[src/rtl/spi_pkg.sv]
// Shared types and constants for the SPI responder and its TX FIFO.
package spi_pkg;

  localparam int unsigned BYTE_W = 8;
  localparam logic [BYTE_W-1:0] IDLE_FILL = 8'h00;

  typedef enum logic [1:0] {
    StIdle,
    StLoad,
    StShift
  } spi_state_e;

endpackage

[src/rtl/spi_tx_fifo.sv]
// Register-based TX byte FIFO; popping while empty returns the idle fill byte and
// raises a one-cycle underflow pulse.
module spi_tx_fifo
  import spi_pkg::*;
#(
  parameter int unsigned DEPTH = 8
) (
  input  logic                   clk,
  input  logic                   rst,
  input  logic                   push,
  input  logic                   pop,
  input  logic [BYTE_W-1:0]      din,
  output logic [BYTE_W-1:0]      dout,
  output logic [$clog2(DEPTH):0] count,
  output logic                   full,
  output logic                   empty,
  output logic                   underflow
);

  localparam int unsigned AW = $clog2(DEPTH);

  logic [BYTE_W-1:0] mem_q [DEPTH];
  logic [BYTE_W-1:0] mem_d [DEPTH];
  logic [AW-1:0]     rd_ptr_q, rd_ptr_d;
  logic [AW-1:0]     wr_ptr_q, wr_ptr_d;
  logic [AW:0]       count_q, count_d;
  logic              do_push, do_pop;

  assign empty     = (count_q == '0);
  assign full      = (count_q == (AW+1)'(DEPTH));
  assign do_pop    = pop & ~empty;
  // A full FIFO still accepts a write when the head leaves in the same cycle.
  assign do_push   = push & (~full | do_pop);
  assign underflow = pop & empty;
  assign dout      = empty ? IDLE_FILL : mem_q[rd_ptr_q];
  assign count     = count_q;

  always_comb begin
    mem_d    = mem_q;
    wr_ptr_d = wr_ptr_q;
    rd_ptr_d = rd_ptr_q;
    count_d  = count_q;
    if (do_push) begin
      mem_d[wr_ptr_q] = din;
      wr_ptr_d        = wr_ptr_q + AW'(1);
    end
    if (do_pop) begin
      rd_ptr_d = rd_ptr_q + AW'(1);
    end
    if (do_push && !do_pop) begin
      count_d = count_q + (AW+1)'(1);
    end else if (do_pop && !do_push) begin
      count_d = count_q - (AW+1)'(1);
    end
  end

  always_ff @(posedge clk) begin
    if (rst) begin
      mem_q    <= '{default: '0};
      rd_ptr_q <= '0;
      wr_ptr_q <= '0;
      count_q  <= '0;
    end else begin
      mem_q    <= mem_d;
      rd_ptr_q <= rd_ptr_d;
      wr_ptr_q <= wr_ptr_d;
      count_q  <= count_d;
    end
  end

endmodule

[src/rtl/spi_slave_tx_rx.sv]
// Mode-0 SPI responder: oversamples mclk/cs/mosi in the clk domain, shifts out bytes
// from the TX FIFO MSB first and strobes each completed received byte.
module spi_slave_tx_rx
  import spi_pkg::*;
#(
  parameter int unsigned DEPTH       = 8,
  parameter int unsigned SYNC_STAGES = 2
) (
  input  logic                   clk,
  input  logic                   rst,
  input  logic                   mclk,
  input  logic                   cs,
  input  logic                   mosi,
  output logic                   miso,
  input  logic                   write,
  input  logic [BYTE_W-1:0]      data,
  output logic [BYTE_W-1:0]      out,
  output logic                   out_valid,
  output logic [$clog2(DEPTH):0] tx_count,
  output logic                   tx_full,
  output logic                   busy,
  output logic                   tx_overflow,
  output logic                   tx_underrun,
  input  logic                   clr_flags
);

  logic [SYNC_STAGES-1:0] mclk_sync_q, mclk_sync_d;
  logic [SYNC_STAGES-1:0] cs_sync_q, cs_sync_d;
  logic [SYNC_STAGES-1:0] mosi_sync_q, mosi_sync_d;
  logic                   mclk_prev_q, cs_prev_q;
  logic                   mclk_s, cs_s, mosi_s;
  logic                   mclk_rise, mclk_fall, cs_fall;

  spi_state_e        state_q, state_d;
  logic [3:0]        bit_cnt_q, bit_cnt_d;
  logic [BYTE_W-1:0] tx_shift_q, tx_shift_d;
  logic [BYTE_W-1:0] rx_shift_q, rx_shift_d;
  logic [BYTE_W-1:0] out_q, out_d;
  logic              out_valid_q, out_valid_d;
  logic              miso_q, miso_d;
  logic              ovf_q, ovf_d;
  logic              unr_q, unr_d;

  logic              fifo_pop, fifo_full, fifo_empty, fifo_underflow;
  logic [BYTE_W-1:0] fifo_dout;

  spi_tx_fifo #(
    .DEPTH(DEPTH)
  ) u_tx_fifo (
    .clk      (clk),
    .rst      (rst),
    .push     (write),
    .pop      (fifo_pop),
    .din      (data),
    .dout     (fifo_dout),
    .count    (tx_count),
    .full     (fifo_full),
    .empty    (fifo_empty),
    .underflow(fifo_underflow)
  );

  assign mclk_sync_d = {mclk_sync_q[SYNC_STAGES-2:0], mclk};
  assign cs_sync_d   = {cs_sync_q[SYNC_STAGES-2:0], cs};
  assign mosi_sync_d = {mosi_sync_q[SYNC_STAGES-2:0], mosi};
  assign mclk_s      = mclk_sync_q[SYNC_STAGES-1];
  assign cs_s        = cs_sync_q[SYNC_STAGES-1];
  assign mosi_s      = mosi_sync_q[SYNC_STAGES-1];
  assign mclk_rise   = mclk_s & ~mclk_prev_q;
  assign mclk_fall   = ~mclk_s & mclk_prev_q;
  assign cs_fall     = ~cs_s & cs_prev_q;

  always_comb begin
    state_d     = state_q;
    bit_cnt_d   = bit_cnt_q;
    tx_shift_d  = tx_shift_q;
    rx_shift_d  = rx_shift_q;
    out_d       = out_q;
    out_valid_d = 1'b0;
    fifo_pop    = 1'b0;
    if (cs_s) begin
      state_d    = StIdle;
      bit_cnt_d  = '0;
      rx_shift_d = '0;
      tx_shift_d = '0;
    end else begin
      unique case (state_q)
        StIdle: begin
          if (cs_fall) state_d = StLoad;
        end
        StLoad: begin
          fifo_pop   = 1'b1;
          tx_shift_d = fifo_dout;
          state_d    = StShift;
        end
        StShift: begin
          if (mclk_rise) begin
            rx_shift_d = {rx_shift_q[BYTE_W-2:0], mosi_s};
            bit_cnt_d  = bit_cnt_q + 4'd1;
            if (bit_cnt_q == 4'd7) begin
              out_d       = {rx_shift_q[BYTE_W-2:0], mosi_s};
              out_valid_d = 1'b1;
            end
          end else if (mclk_fall) begin
            // The falling edge after a full byte fetches the next one, even at frame end.
            if (bit_cnt_q == 4'd8) begin
              fifo_pop   = 1'b1;
              tx_shift_d = fifo_dout;
              bit_cnt_d  = '0;
            end else begin
              tx_shift_d = tx_shift_q << 1;
            end
          end
        end
        default: state_d = StIdle;
      endcase
    end
    miso_d = (state_d == StShift) ? tx_shift_d[BYTE_W-1] : 1'b0;
    // A set event in the same cycle as clr_flags keeps the flag raised.
    ovf_d  = (write & fifo_full & ~fifo_pop) ? 1'b1 : (clr_flags ? 1'b0 : ovf_q);
    unr_d  = fifo_underflow ? 1'b1 : (clr_flags ? 1'b0 : unr_q);
  end

  always_ff @(posedge clk) begin
    if (rst) begin
      mclk_sync_q <= '0;
      cs_sync_q   <= '1;
      mosi_sync_q <= '0;
      mclk_prev_q <= 1'b0;
      cs_prev_q   <= 1'b1;
      state_q     <= StIdle;
      bit_cnt_q   <= '0;
      tx_shift_q  <= '0;
      rx_shift_q  <= '0;
      out_q       <= '0;
      out_valid_q <= 1'b0;
      miso_q      <= 1'b0;
      ovf_q       <= 1'b0;
      unr_q       <= 1'b0;
    end else begin
      mclk_sync_q <= mclk_sync_d;
      cs_sync_q   <= cs_sync_d;
      mosi_sync_q <= mosi_sync_d;
      mclk_prev_q <= mclk_s;
      cs_prev_q   <= cs_s;
      state_q     <= state_d;
      bit_cnt_q   <= bit_cnt_d;
      tx_shift_q  <= tx_shift_d;
      rx_shift_q  <= rx_shift_d;
      out_q       <= out_d;
      out_valid_q <= out_valid_d;
      miso_q      <= miso_d;
      ovf_q       <= ovf_d;
      unr_q       <= unr_d;
    end
  end

  assign miso        = miso_q;
  assign out         = out_q;
  assign out_valid   = out_valid_q;
  assign tx_full     = fifo_full;
  assign busy        = ~cs_s;
  assign tx_overflow = ovf_q;
  assign tx_underrun = unr_q;

endmodule

[config.mk]
export PLATFORM = sky130hd
export DESIGN_NAME = spi_slave_tx_rx
export DESIGN_NICKNAME = d
export VERILOG_FILES = /design/src/rtl/spi_pkg.sv /design/src/rtl/spi_tx_fifo.sv /design/src/rtl/spi_slave_tx_rx.sv
export SDC_FILE = /design/constraint.sdc
export NUM_CORES = 1
export LEC_CHECK = 0
export ABC_AREA = 1
export CORE_MARGIN = 2
export CORE_UTILIZATION = 53
export DETAILED_ROUTE_END_ITERATION = 12
export HOLD_SLACK_MARGIN = 0.03
export PLACE_DENSITY = 0.77
export SYNTH_ARGS = -nofsm -noshare
export SYNTH_HDL_FRONTEND = slang
export SYNTH_SLANG_ARGS = --single-unit
[constraint.sdc]
create_clock -name clk -period 3.5 [get_ports clk]
set_input_delay 0.35 -clock clk [delete_from_list [all_inputs] [get_ports clk]]
set_output_delay 0.35 -clock clk [all_outputs]
set_load 0.02 [all_outputs]
==> Word-level counts from Yosys, hierarchy flattened <==
Index checks and enable logic that the tools add are counted.
{ "word_totals": {"word_cells": 111, "ff_bits": 115} }
{ "op_classes": {"add_sub_neg": 5, "n_bitwise": 20, "magnitude_cmp": 3, "n_eq_ne": 8, "muxes": 29, "reduce_logical": 20} }
{ "op_table": {"columns": ["op", "n"], "rows": [
  ["bitwise mux 64 bit", 1],
  ["2-to-1 mux 8 bit", 8],
  ["binary-select mux 8 bit (select 3 bit)", 1],
  ["demux 8 bit (select 3 bit)", 1],
  ["2-to-1 mux 4 bit", 5],
  ["one-hot mux 8 bit (2 select lines)", 1],
  ["nonzero test 2 bit", 6],
  ["NOT 1 bit", 9],
  ["adder 4 x 1 -> 4 bit (second input constant)", 2],
  ["bitwise AND 1 bit", 8],
  ["equality test 4 bit (second input constant)", 2],
  ["greater-or-equal comparator 4 bit (second input constant)", 2],
  ["2-to-1 mux 1 bit", 8],
  ["NOT 3 -> 4 bit", 2],
  ["adder 3 x 1 -> 3 bit (second input constant)", 2],
  ["one-hot mux 2 bit (3 select lines)", 1],
  ["AND reduction 3 bit", 2],
  ["equality test 2 bit (second input constant)", 2],
  ["equality test 4 x 3 -> 1 bit (second input constant)", 1],
  ["zero test 4 bit", 1],
  ["less-than comparator 4 x 1 -> 1 bit (second input constant)", 1],
  ["2-to-1 mux 2 bit", 2],
  ["!= test 2 bit (second input constant)", 2],
  ["AND reduction 4 bit", 1],
  ["10 further kinds", 14]
]} }

==> Longest topological paths before layout <==
{ "logic_depth": {"ltp_word": 13, "ltp_mapped": 19, "depth_no_buf": 19} }

==> Modules after synthesis <==
Synthesis repeated with hierarchy kept, for this count alone.
{ "hier_totals": {"cells_unflattened": 854, "hier_area_um2": 5748.0} }
{ "by_module_without_submodules": {"columns": ["module", "area_each_um2", "instances", "cells_each", "seq_area_each_um2"], "rows": [
  ["spi_tx_fifo", 3941.3, 1, 622, 1481.4],
  ["spi_slave_tx_rx", 1806.7, 1, 232, 820.8]
]} }

==> Least setup slack after synthesis <==
No wires, ideal clock.
{ "synth_timing": {"path_kind": "reg2reg", "from": "register u_tx_fifo.count_q[0], in the netlist u_tx_fifo.count[0]", "to": "register u_tx_fifo.count_q[3], in the netlist u_tx_fifo.count[3]", "path_stages_with_launch": 15, "required_time_ps": 3379, "t_arrival_ps": 2512, "period_less_slack_ps": 2633, "path_slack_ps": 867, "cell_sequence": "dfxtp_1 -> or2_4 -> nor3_4 -> nand2_8 -> nand2_1 -> inv_2 -> ha_1 -> inv_1 -> ha_1 -> nand2_1 -> nand2_1 -> o21ai_0 -> nand3_1 -> o21ai_0 -> a21oi_1"} }
{ "synth_between": {"elab_cells_between_ends": 16, "classes_between": "add/sub: 2; eq/ne: 1; mux: 2; bitwise: 5; reduce/logical: 6"} }
{ "synth_lines": {"columns": ["element", "line", "rtl"], "rows": [
  ["start: declaration", "spi_tx_fifo.sv:26", "logic [AW:0] count_q, count_d;"],
  ["start signal: assignment", "spi_tx_fifo.sv:67", "count_q <= count_d;"],
  ["equality test 4 bit (*)", "spi_tx_fifo.sv:30", "assign full = (count_q == (AW+1)'(DEPTH));"],
  ["net tx_full", "spi_slave_tx_rx.sv:20", "output logic tx_full,"],
  ["NOT 1 bit (*)", "spi_tx_fifo.sv:33", "assign do_push = push & (~full | do_pop);"],
  ["OR 1 bit (*)", "spi_tx_fifo.sv:33", null],
  ["bitwise AND 1 bit (*)", "spi_tx_fifo.sv:33", null],
  ["net u_tx_fifo.do_push", "spi_tx_fifo.sv:27", "logic do_push, do_pop;"],
  ["zero test 1 bit", "spi_tx_fifo.sv:52", "end else if (do_pop && !do_push) begin"],
  ["logical AND 1 bit", "spi_tx_fifo.sv:52", null],
  ["nonzero test 2 bit (no source line)", null, null]
]} }
The timed path passes the listed nets; every way through them passes the cells marked *. The select of a mux whose other input is x is not followed.
A chain may end at the register's enable or synchronous reset.

==> Worst setup path after layout <==
{ "layout_timing": {"from": "register state_q[0]", "to": "register u_tx_fifo.count_q[3], in the netlist u_tx_fifo.count[3]"} }
{ "layout_between": {"elab_chain_len": 9, "elab_cells_between_ends": 13, "classes_between": "eq/ne: 2; mux: 3; bitwise: 3; reduce/logical: 5"} }
{ "layout_lines": {"columns": ["element", "line", "rtl"], "rows": [
  ["start: declaration", "spi_slave_tx_rx.sv:34", "spi_state_e state_q, state_d;"],
  ["start signal: assignment", "spi_slave_tx_rx.sv:130", "state_q <= StIdle;"],
  ["start signal: assignment", "spi_slave_tx_rx.sv:145", "state_q <= state_d;"],
  ["equality test 2 bit / equality test 2 x 1 -> 1 bit (equally long branches)", "spi_slave_tx_rx.sv:86", "unique case (state_q)"],
  ["one-hot mux 1 bit (2 select lines) (*)", "spi_slave_tx_rx.sv:86", null],
  ["2-to-1 mux 1 bit (*)", "spi_slave_tx_rx.sv:80", "if (cs_s) begin"],
  ["bitwise AND 1 bit (*)", "spi_tx_fifo.sv:31", "assign do_pop = pop & ~empty;"],
  ["OR 1 bit (*)", "spi_tx_fifo.sv:33", null],
  ["bitwise AND 1 bit (*)", "spi_tx_fifo.sv:33", null],
  ["net u_tx_fifo.do_push", "spi_tx_fifo.sv:27", null],
  ["zero test 1 bit", "spi_tx_fifo.sv:52", null],
  ["logical AND 1 bit", "spi_tx_fifo.sv:52", null],
  ["nonzero test 2 bit (no source line)", null, null]
]} }
The timed path passes the listed nets; every way through them passes the cells marked *.

==> impl_metrics.csv <==
group,metric,value,unit
hold_path,min_path_cells,3,
worst_setup_path,crit_path_max_fanout,9,
cts,post_cts_buffers,0,
placement,hpwl,8020,um
worst_setup_path,cp_num_buf_inv,4,
cts,cts_made_buffers,17,
cts,root_buffer,"clkbuf_8",
floorplan,die_h,108,um
cts,insertion_delay,0.53,ns
placement,place.port_buffers,32,
worst_setup_path,cp_data_arrival_time,3.26,ns
finish,drive_gt1_frac,0.0877,
sta,finalSetupViolCount,0,
drt,wire_per_inst,12.5,um
cts,cts_max_level,4,
finish,antenna_cells,0,
floorplan,core-area,10400,sq um
global_routing,grt_pass1_wl,21700,um
cts,cts_tree,"yes",
logic_synthesis,seq_area_frac_synth,0.405,
drt,finalWirelength,12600,um
global_routing,grt_pass1_vias,4720,
finish,final_cells,1003,
drt,drt_iter0_drc,403,
worst_setup_path,critPathSlowestCell,"dfxtp_1",
drt,drc,0,
hold_path,hold_end,"mclk_sync_q[0]",
run,maxCapViolCount,0,
placement,post-place-ws,0.656,ns
drt,final_antenna_net_count,0,
power_and_ir_drop,clockPowerShare,0.503,
sta,worst_pin_slew,0.791,ns
cts,hold_buffers,0,
worst_setup_path,r2r_cells,17,
floorplan,num_io_pins,33,
power_and_ir_drop,p_sw_frac,0.246,
floorplan,fp-row-count,37,
worst_setup_path,path_delay_family,"simple AND/OR/NAND/NOR gates",
worst_setup_path,path_cells,"inv_1 -> ha_1 -> inv_1 -> nor2_1 -> nand2_4 -> nand2_8 -> nand2_1 -> inv_2 -> ha_1 -> inv_1 -> ha_1 -> nand2_1 -> nand2_1 -> o21ai_0 -> nand3_1 -> o21ai_0 -> a21oi_1",
outcome,run_status,"complete, no violations",
sta,tns,0,ns
placement,place_area,5970,sq um
finish,syn2layout_area_growth,15.4,%
worst_setup_path,reg2reg_from,"state_q[0]",
floorplan,die_x,108,um
sta,holdWs,0.334,ns
finish,fillerInstances,936,
drt,drtPass1Iterations,7,
worst_setup_path,cpPeakStageDelay,0.40,ns
power_and_ir_drop,p_leak,3.02,nW
logic_synthesis,synthDistinctLibCells,36,
global_routing,overflow,0,
power_and_ir_drop,power,3.40,mW
power_and_ir_drop,intPower,2.57,mW
worst_setup_path,r2r_end,"u_tx_fifo.count[3]",
drt,drt-vias-per-instance,4.92,
global_routing,grtUsageTotal,0.240,
power_and_ir_drop,pwr-share-comb,0.090,
finish,num-nets-final,883,
cts,clockBufferDepth,2,
hold_path,hp-class,"in -> reg",
power_and_ir_drop,ir_worst_vdd,532,uV
logic_synthesis,yosys_warnings,0,
floorplan,die-area,11600,sq um
worst_setup_path,cp.required,3.91,ns
power_and_ir_drop,powerDensity,519,nW/um^2
sta,clock_skew,0.00600,ns
worst_setup_path,criticalPathCategory,"reg -> reg",
finish,fin_util,0.632,
cts,cts_resized,0,
sta,maxSlewHeadroom,0.472,
logic_synthesis,syn_inst,833,
worst_setup_path,worstSetupEndpointType,"register",
sta,rsz0062_at_grt,"false",
drt,vias,4933,
sta,fin_ws,0.653,ns
power_and_ir_drop,p_seq_frac,0.407,
worst_setup_path,start_kind,"register",
sta,hold_violations,0,
logic_synthesis,syn_area_per_cell,6.82,sq um
finish,final_area,6560,sq um
placement,numPlacedInstances,971,
sta,fmax,0.351,GHz
logic_synthesis,syn_nets,862,
global_routing,grt_max_degree,47,
floorplan,start_util,0.548,
sta,fin_crit,2.85,ns
logic_synthesis,yosys_register_bits,115,
logic_synthesis,synth.cell_area,5680,sq um
sta,slew_violations,0,
sta,period_share,0.813,
power_and_ir_drop,p_sw,0.837,mW
placement,gp_congestion,0.812,
hold_path,min_from,"mclk",
cts,cts.clk_slew.worst_paths,0.06,ns
cts,clock_sinks,115,
worst_setup_path,cp.depth,17,
global_routing,grt_antenna_before_repair,0,
worst_setup_path,reg2reg_slack,0.65,ns
[registers in the layout, indices dropped and copies added, names as in the netlist]
| register | count |
|---|---|
| tx_underrun | 1 |
| tx_overflow | 1 |
| tx_shift_q | 8 |
| u_tx_fifo.rd_ptr_q | 3 |
| bit_cnt_q | 4 |
| u_tx_fifo.wr_ptr_q | 3 |
| mclk_sync_q | 2 |
| miso | 1 |
| out | 8 |
| mosi_sync_q | 2 |
| out_valid | 1 |
| state_q | 2 |
| u_tx_fifo.count | 4 |
| u_tx_fifo.mem_q | 64 |
| cs_prev_q | 1 |
| mclk_prev_q | 1 |
| cs_sync_q | 2 |
| rx_shift_q | 7 |
[Yosys cell counts]
| library cell | instances | area (sq um) |
|---|---|---|
| nand2_1 | 220 | 826 |
| o211ai_1 | 12 | 90.1 |
| a21boi_1 | 1 | 7.51 |
| nand2_2 | 4 | 25.0 |
| or3_1 | 1 | 6.26 |
| nand2_4 | 1 | 11.3 |
| buf_4 | 7 | 52.6 |
| o21ai_4 | 1 | 16.3 |
| buf_6 | 7 | 78.8 |
| a22oi_1 | 1 | 7.51 |
| a21oi_1 | 24 | 120 |
| buf_8 | 2 | 30.0 |
| inv_2 | 4 | 15.0 |
| clkinv_1 | 2 | 7.51 |
| a211oi_1 | 2 | 15.0 |
| o21ai_0 | 30 | 150 |
| fa_1 | 1 | 20.0 |
| nor3_4 | 1 | 16.3 |
| nand3_1 | 45 | 225 |
| clkbuf_1 | 11 | 41.3 |
| nand3_4 | 9 | 158 |
| o21ai_1 | 1 | 5.00 |
| or2_4 | 1 | 8.76 |
| nand4_1 | 1 | 6.26 |
| ha_1 | 13 | 163 |
| nand2_8 | 1 | 20.0 |
| nand3_2 | 1 | 10.0 |
| nor2_1 | 186 | 698 |
| buf_2 | 9 | 45.0 |
| or2_2 | 2 | 12.5 |
| clkbuf_4 | 1 | 7.51 |
| inv_1 | 100 | 375 |
| nor2_2 | 12 | 75.1 |
| xor2_1 | 3 | 26.3 |
| dfxtp_1 | 115 | 2300 |
| nor3_1 | 1 | 5.00 |
[worst max-delay path by stage]
stage                       start                  to  slack [ns]
2_1_floorplan  u_tx_fifo.count[0]  u_tx_fifo.count[3]        0.87
3_3_place_gp           state_q[0]  u_tx_fifo.count[3]        0.72
3_5_place_dp           state_q[0]  u_tx_fifo.count[3]        0.66
4_1_cts                state_q[0]  u_tx_fifo.count[3]        0.65
5_1_grt                state_q[0]  u_tx_fifo.count[3]        0.33
6_report               state_q[0]  u_tx_fifo.count[3]        0.65
[power by group through the flow]
| stage | clock network (mW) | logic, mW | registers [mW] |
|---|---|---|---|
| finish | 1.71 | 0.306 | 1.39 |
| global route | 1.81 | 0.349 | 1.39 |
| CTS | 1.74 | 0.306 | 1.39 |
| detailed placement | 0 | 0.304 | 1.41 |
| global placement | 0 | 0.299 | 1.41 |
| floorplan | 0 | 0.228 | 1.42 |
[layer usage]
| metal | up-vias | wire [um] | track usage |
|---|---|---|---|
| met5 | - | 0 | 0 |
| met4 | 0 | 179 | 0.0943 |
| met3 | 18 | 753 | 0.0769 |
| met2 | 115 | 5730 | 0.370 |
| met1 | 2220 | 5900 | 0.312 |
| li1 | 2580 | - | - |
[worst register-to-register path: cells and delay by family (launching register included)]
kind | cells | cell delay (ns)
DFF | 1 | 0.40
and+or+nand+nor | 7 | 0.84
adders and majority gates | 3 | 0.79
AOI/OAI and AO/OA | 3 | 0.35
buffers and inverters | 4 | 0.35
[cell families (layout without fill, tap and decap cells)]
family,after synthesis,after routing,synth area share
buf+inv,143,177,0.115
compound gates,72,72,0.0725
fa+ha+maj,14,14,0.0322
flops,115,115,0.405
xor+xnor,3,3,0.00463
simple gates,486,486,0.370
[area by class of cell]
cell class	count	area, sq um	share of cell area
inverter	106	398	0.0607
sequential	115	2300	0.351
clock buffer	18	428	0.0653
multi-input combinational	575	2720	0.415
clock inverter	14	161	0.0246
timing repair buffer	39	373	0.0569
tap	136	170	0.0260
[placed cells by master, fill, tap and decap left out, types with 7 or more instances in the layout]
cell and instances:
a21oi_1 24, nand2_1 220, nor2_2 12, ha_1 13, clkbuf_16 16, clkdlybuf4s50_1 32, inv_1 100, nand3_4 9
dfxtp_1 115, nor2_1 186, o21ai_0 30, buf_4 7, nand3_1 45, o211ai_1 12
Power figures use the tool's default switching activity.
